## src/rtl/if_fetch_unit.sv

```systemverilog
// Instruction-fetch stage: holds the PC, drives the word-indexed instruction memory
// and captures the returned word into an IF/ID register with a valid/ready handshake.
module if_fetch_unit #(
  parameter logic [31:0] RESET_PC   = 32'h0000_0000,
  parameter int          IMEM_DEPTH = 256,
  parameter logic [31:0] NOP_INSTR  = 32'h0000_0013
) (
  input  logic        clk,
  input  logic        rst,
  output logic [31:0] imem_addr,
  input  logic [31:0] imem_data,
  input  logic        redirect_valid,
  input  logic [31:0] redirect_target,
  input  logic        id_ready,
  output logic        id_valid,
  output logic [31:0] id_instr,
  output logic [31:0] id_pc,
  output logic [31:0] id_pc_plus4,
  output logic [31:0] pc_out,
  output logic [1:0]  fault,
  output logic [31:0] fetch_count,
  output logic [1:0]  state_dbg
);

  // Handshake toward decode: the IF/ID word transfers on a cycle where
  // id_valid && id_ready; id_valid, once set, holds until transfer or flush.
  typedef enum logic [1:0] {
    BOOT = 2'd0,
    RUN  = 2'd1,
    HALT = 2'd2
  } state_t;

  localparam logic [31:0] DEPTH_W = 32'(IMEM_DEPTH);

  state_t state;
  logic   advance;
  logic   out_of_range;
  logic   redir_aligned;

  assign imem_addr     = {2'b00, pc_out[31:2]};
  assign advance       = !id_valid || id_ready;
  assign out_of_range  = imem_addr >= DEPTH_W;
  assign redir_aligned = redirect_target[1:0] == 2'b00;
  assign state_dbg     = state;

  always_ff @(posedge clk) begin
    if (!rst) begin
      state       <= BOOT;
      pc_out      <= RESET_PC;
      id_valid    <= 1'b0;
      id_instr    <= NOP_INSTR;
      id_pc       <= 32'd0;
      id_pc_plus4 <= 32'd4;
      fault       <= 2'b00;
      fetch_count <= 32'd0;
    end else begin
      case (state)
        BOOT: state <= RUN;
        RUN: begin
          // A redirect flushes IF/ID even when decode is taking it this cycle.
          if (redirect_valid && redir_aligned) begin
            pc_out   <= redirect_target;
            id_valid <= 1'b0;
            id_instr <= NOP_INSTR;
          end else if (redirect_valid) begin
            pc_out   <= redirect_target;
            id_valid <= 1'b0;
            id_instr <= NOP_INSTR;
            fault    <= 2'b10;
            state    <= HALT;
          end else if (advance && out_of_range) begin
            id_valid <= 1'b0;
            id_instr <= NOP_INSTR;
            fault    <= 2'b01;
            state    <= HALT;
          end else if (advance) begin
            id_instr    <= imem_data;
            id_pc       <= pc_out;
            id_pc_plus4 <= pc_out + 32'd4;
            id_valid    <= 1'b1;
            pc_out      <= pc_out + 32'd4;
            fetch_count <= fetch_count + 32'd1;
          end
        end
        HALT: begin
          if (redirect_valid && redir_aligned) begin
            pc_out <= redirect_target;
            fault  <= 2'b00;
            state  <= RUN;
          end else if (redirect_valid) begin
            fault <= 2'b10;
          end
        end
        default: state <= BOOT;
      endcase
    end
  end

endmodule

```

## config.mk

```make
export PLATFORM = sky130hd
export DESIGN_NAME = if_fetch_unit
export DESIGN_NICKNAME = d
export VERILOG_FILES = /design/src/rtl/if_fetch_unit.sv
export SDC_FILE = /design/constraint.sdc
export NUM_CORES = 1
export LEC_CHECK = 0
export ABC_AREA = 1
export BUFFER_PORTS_ARGS = -buffer_cell sky130_fd_sc_hd__buf_2
export CORE_ASPECT_RATIO = 1.2
export CORE_MARGIN = 10
export CORE_UTILIZATION = 45
export DETAILED_ROUTE_END_ITERATION = 10
export MAX_ROUTING_LAYER = met4
export PLACE_DENSITY = 0.77
export SKIP_LAST_GASP = 1
export SLEW_MARGIN = 20
export SYNTH_ARGS = -nofsm -noshare
export SYNTH_HDL_FRONTEND = slang
export SYNTH_SLANG_ARGS = --single-unit
```

## constraint.sdc

```tcl
create_clock -name clk -period 1.64 [get_ports clk]
set_input_delay 0.164 -clock clk [delete_from_list [all_inputs] [get_ports clk]]
set_output_delay 0.164 -clock clk [all_outputs]
set_load 0.01 [all_outputs]
```

## Word level (Yosys, flattened, before mapping)

Index checks and enable logic that the tools add are counted.

- Word-level logic and storage cells: 60
- Register bits: 165
- Output and inout bits: 197
- Input bits: 68

- Muxes and demuxes: 25
- $lt $le $gt $ge: 1
- Reduce and logical (&&, ||, !) cells: 13
- Equal/unequal tests: 8
- Bitwise gates (word level): 3
- Add/sub/neg operators: 2

Operators with widths:

| kind | number |
|---|---|
| 32-bit 2-to-1 mux | 9 |
| 32-bit case mux with 2 select lines | 1 |
| 32-bit by 1-bit adder with 32-bit output (second input constant) | 1 |
| 32-bit by 3-bit adder with 32-bit output (second input constant) | 1 |
| 30-bit by 9-bit >= comparator with 1-bit output (second input constant) | 1 |
| 2-bit 2-to-1 mux | 9 |
| 4-bit != test (second input constant) | 2 |
| 4-bit AND reduction | 2 |
| 3-bit != test (second input constant) | 2 |
| 2-bit case mux with 3 select lines | 1 |
| 5-bit AND reduction | 1 |
| 2-bit zero test | 2 |
| 1-bit 2-to-1 mux | 4 |
| 2-bit != test (second input constant) | 2 |
| 2-bit case mux with 2 select lines | 1 |
| 4-bit nonzero test | 1 |
| 1-bit NOT | 3 |
| 3-bit AND reduction | 1 |
| 2-bit by 1-bit == test with 1-bit output (second input constant) | 1 |
| 2-bit == test (second input constant) | 1 |
| 1-bit logical AND | 2 |
| 2-bit AND reduction | 1 |
| 2-bit nonzero test | 1 |
| 1-bit zero test | 1 |
| 1-bit logical OR | 1 |

## Longest topological paths before layout

- Depth after elaboration: 7
- Mapped depth: 13
- Depth with buffers taken out: 12

## Least setup slack after synthesis

Ideal clock, no wire load.

- Path type: flip-flop to flip-flop
- Start point: register state[0], in the netlist state_dbg[0]
- End point: register pc_out[4]
- Path slack: -177 ps
- Data required time: 1570 ps
- Clock period less this slack: 1817 ps
- Arrival: 1746 ps
- Setup time: 70 ps
- Cell stages (with the launch flop): 10
- Path through: dfxtp_1 -> inv_1 -> ha_1 -> clkbuf_1 -> nor2_2 -> inv_2 -> buf_2 -> o21ai_0 -> nand3_1 -> a21oi_1

- Word-level cells in the longest chain between the ends: 3
- Elaborated cells between the ends (all ways): 8
- Those cells by class: eq/ne (5); mux (1); reduce/logical (2)

RTL lines:

| what | line | RTL |
|---|---|---|
| from (decl) | 35 | `state_t state;` |
| from (signal assigned) | 48 | `state <= BOOT;` |
| from (signal assigned) | 58 | `BOOT: state <= RUN;` |
| from (signal assigned) | 70 | `state <= HALT;` |
| 2-bit by 1-bit == test with 1-bit output / 2-bit == test (equally long branches) | 57 | `case (state)` |
| 4-bit != test (no source line) (tied with other cells) | -- |  |
| 4-bit AND reduction (no source line) | -- |  |
| to (signal assigned) | 62 | `pc_out <= redirect_target;` |
| to (signal assigned) | 66 | `pc_out <= redirect_target;` |
| to (signal assigned) | 81 | `pc_out <= pc_out + 32'd4;` |
| to (decl) | 19 | `output logic [31:0] pc_out,` |

Several ways; a longest one is shown, not always the timed one.
A chain may end at the register's enable or synchronous reset.

## Worst setup path in the final report

- Start point: register pc_out[23]
- End point: register id_instr[16]

- Word-level cells in the longest chain between the ends: 5
- Elaborated cells between the ends (all ways): 7
- Those cells by class: order compare (1); mux (3); reduce/logical (3)

RTL lines:

| what | line | RTL |
|---|---|---|
| 30-bit by 9-bit >= comparator with 1-bit output * | 42 | `assign out_of_range = imem_addr >= DEPTH_W;` |
| 1-bit logical AND * | 71 | `end else if (advance && out_of_range) begin` |
| 32-bit 2-to-1 mux | 71 |  |
| 32-bit 2-to-1 mux | 65 | `end else if (redirect_valid) begin` |
| 32-bit 2-to-1 mux | 61 | `if (redirect_valid && redir_aligned) begin` |
| to (signal assigned) | 77 | `id_instr <= imem_data;` |
| to (decl) | 16 | `output logic [31:0] id_instr,` |

Mark *: on every way between the ends. The rest lies on a longest branch, timed or not.

==> results <==
- The run finished, with violations left.
- The checks that failed: setup timing.
- The congestion estimate from routability-driven global placement came to 0.969.
- The biggest fanout along the worst timing path is 5.
- The maximum achievable frequency is 559 MHz.
- The final worst clock skew is 0.0131 ns.
- The worst-case IR drop observed on VDD is 0.00115 V.
- In the final timing run, aggregate negative setup slack is -6.98 ns.
- The final layout contains routed wiring with a total length of 28900 um.
- The required time of the critical path is 2.00 ns.
- The count of port buffers added during placement is 262.
- The detailed-placement wirelength estimate is 19400 um.
- STA puts the critical path data arrival time at 2.15 ns.
- The total routing resource utilization after global routing is 0.224.
- Global routing finished with a remaining overflow of 0.
- The kind of critical path is reg2reg.
- The number of antenna violations at the first check in global routing is 2.
- The wire length of the first global-routing pass is 41700 um.
- Yosys printed 0 warnings.
- The H-tree was split into 4 levels.
- The smallest clock period supported by the final layout is computed as 1.79 ns.
- The share of final-layout standard cells stronger than drive strength 1 is 0.312.
- The post-route worst setup slack is -0.150 ns.
- The worst hold path belongs to the class in2reg.
- The die covers 23100 um2.
- Using the TritonRoute via totals, the vias-per-cell ratio works out to 5.09.
- By area the synthesized netlist is led by sky130_fd_sc_hd__dfxtp_1 (42%), sky130_fd_sc_hd__nand2_1 (17%), sky130_fd_sc_hd__nor2_1 (8.8%).
- The setup slack on the worst flop-to-flop path is -0.15 ns.
- The worst-skew pair later-pin latency is 0.43 ns.
- For this run, the register share of the synthesized area comes to 0.416.
- The number of distinct library cells after synthesis is 29.
- After floorplanning, the core was divided into 52 placement rows.
- Of the available clock period, the critical path in the final layout requires 1.09.
- The total via count in the routed design is 8943.
- The mean cell area of the mapped netlist is 6.61 um2.
- Grouping stages by cell kind, the critical path spends the most delay in simple AND/OR/NAND/NOR gates.
- The post-layout net count is 1598.
- The tool flagged a number of max-cap violations equal to 0.
- The die is 140 um wide.
- In this run the static leakage power is 5.64 nW.
- The share of synthesized area in the top cell type comes to 0.416.
- In this run the remaining antenna-violating nets after routing total 0.
- The clock tree buffer depth is 2.
- The area of the mapped netlist is 7840 um2.
- Counting both buffers and inverters, the worst setup path holds a total of 2.
- The most repeated library cell on the critical path is sky130_fd_sc_hd__nor2_4.
- The root buffer cell is sky130_fd_sc_hd__clkbuf_16.
- From synthesis to final layout, the design area changed by 43.6%.
- The library cell contributing the largest single delay on the critical path is sky130_fd_sc_hd__dfxtp_1.
- The number of clock sinks is 163.
- For this design the top-level I/O count stands at 265.
- Measured on the finished design, the core utilization comes to 0.663.
- The final hold violation count is 0.
- After clock tree synthesis, the clock-pin slew on the worst setup and hold paths is 0.08 ns.
- In this design, the stage delay of the slowest critical-path cell is 0.33 ns.
- The starting DRC count in detailed routing is 736.
- In the final routed layout, each cell accounts on average for 16.5 um.
- Traced cell by cell, the critical path runs through nor2_1 -> nand2_1 -> nor2_4 -> nand2_2 -> nor2_4 -> nand2_2 -> nor2_4 -> buf_12 -> clkbuf_16 -> nand2_1 -> a21oi_2.
- Power spread over the standard cell area amounts to 1380 nW/um2.
- The total of fill cells in the finished design is 1417.
- The nature of the critical path endpoint is a register.
- After synthesis the netlist holds a flip-flop and latch count of 163.
- The floorplan step defined a core boundary enclosing 17000 um2.
- Setup repair after global routing could not meet its margin everywhere.
- The maximum number of pins on one net before global-route repair is 62.
- The DRC violation count after routing is 0.
- The setup violation total in the final timing report is 96.
- The die is 165 um tall.
- The via count of the first global-routing pass is 8435.
- The startpoint type of the worst setup path is a register.
- The total clock buffers created by CTS is 17.
- Timing analysis after detailed placement gives a worst setup slack of -0.0197 ns.
- The synthesized instance count is 1186.
- TritonCTS built the clock tree.
- The initial utilization of the core area, before any placement, comes to 0.461.
- Of all cell types, the one taking the most synthesized area is sky130_fd_sc_hd__dfxtp_1.
- The final number of max-transition violations came to 0.
- The number of optimization iterations in the first detailed-route pass is 5.
[Yosys cell counts (all sizes together)]
cell type and instances:
nand3b 13, nand3 110, and2 3, xor2 15, ha 6, a21oi 75
clkbuf 28, conb 1, nand4 7, nor3 4, mux2i 3, o21bai 4
buf 57, dfxtp 163, xnor2 2, o22ai 3, inv 105, o21ai 33
nor2 191, nand2 363
[power breakdown]
group	internal [W]	switching, W	leakage [nW]	total [W]
logic	0.00275	0.00390	4.02	0.00665
clock network	0.00219	0.00189	0.296	0.00408
registers	0.00444	0.000329	1.32	0.00477
[worst register-to-register path: cells and delay by family, from the launching register on]
kind                   cells  cell delay [ns]
buffers and inverters      2             0.31
flip-flops                 1             0.33
AO/OA/AOI/OAI              1             0.14
AND/OR/NAND/NOR            8             0.95
[layout by cell type, fill, tap and decap left out, drive strengths merged, types with 6 or more instances in the layout]
cell type / synthesis / layout
nand2: 363 / 363
buf: 57 / 357
nor2: 191 / 191
dfxtp: 163 / 163
inv: 105 / 113
nand3: 110 / 110
a21oi: 75 / 75
dlygate4sd3: 0 / 39
o21ai: 33 / 33
clkbuf: 28 / 24
xor2: 15 / 15
nand3b: 13 / 13
nand4: 7 / 7
ha: 6 / 6
[registers in the layout, indices dropped and copies added, names as in the netlist]
signal	cells
id_instr	32
pc_out	32
fetch_count	32
state_dbg	2
id_pc_plus4	30
id_pc	32
fault	2
id_valid	1
[logic make-up (layout without fill, tap and decap cells)]
logic type,Yosys count,count (layout),synth area share
mux,3,3,0.00383
compound gates,115,115,0.0757
simple gates,691,691,0.363
buf+inv,190,540,0.112
xor+xnor,17,17,0.0190
fa+ha+maj,6,6,0.00958
other cells,1,6,0.000479
flops,163,163,0.416
[stage by stage]
stage	hold slack, ns	instance area (um2)	instances	total power, W
6_report	0.00877	11300	1757	0.0155
5_1_grt	0.00470	11300	1755	0.0163
4_1_cts	0.000971	10700	1733	0.0143
3_5_place_dp	0.390	9690	1662	0.0101
3_3_place_gp	0.379	9690	1662	0.00999
2_1_floorplan	0.293	7860	1187	0.00822
[layer usage]
layer,global-route usage,vias to the layer above,share of wire
li1,-,4368,-
met1,0.238,4143,0.39
met2,0.392,360,0.52
met3,0.0474,72,0.060
met4,0.105,0,0.035
met5,-,-,0
[layout make-up]
class                      instances  area (um2)  area share
multi-input combinational        834        3920       0.348
sequential                       163        3280       0.292
timing repair buffer             403        2770       0.246
clock buffer                      17         425      0.0378
inverter                         105         397      0.0352
tap                              216         270      0.0240
clock inverter                    15         183      0.0162
antenna                            4        10.0    0.000889
[final timing paths]
check / startpoint / to / depth (start not counted)
worst max-delay path: pc_out[23] / id_instr[16] / 11
worst min-delay path: imem_data[30] / id_instr[30] / 3
worst max register to register: pc_out[23] / id_instr[16] / 11
worst min register to register: id_pc_plus4[29] / id_pc_plus4[29] / 2
[timing repair]
item	CTS	global route
gates cloned	0	11
resized for setup	3	83
hold buffers	39	0
endpoints found under the hold margin	39	0
buffers inserted	0	9
setup endpoints to repair	28	148
pin swaps	0	24
No activity file was read; power rests on OpenSTA's default activity.
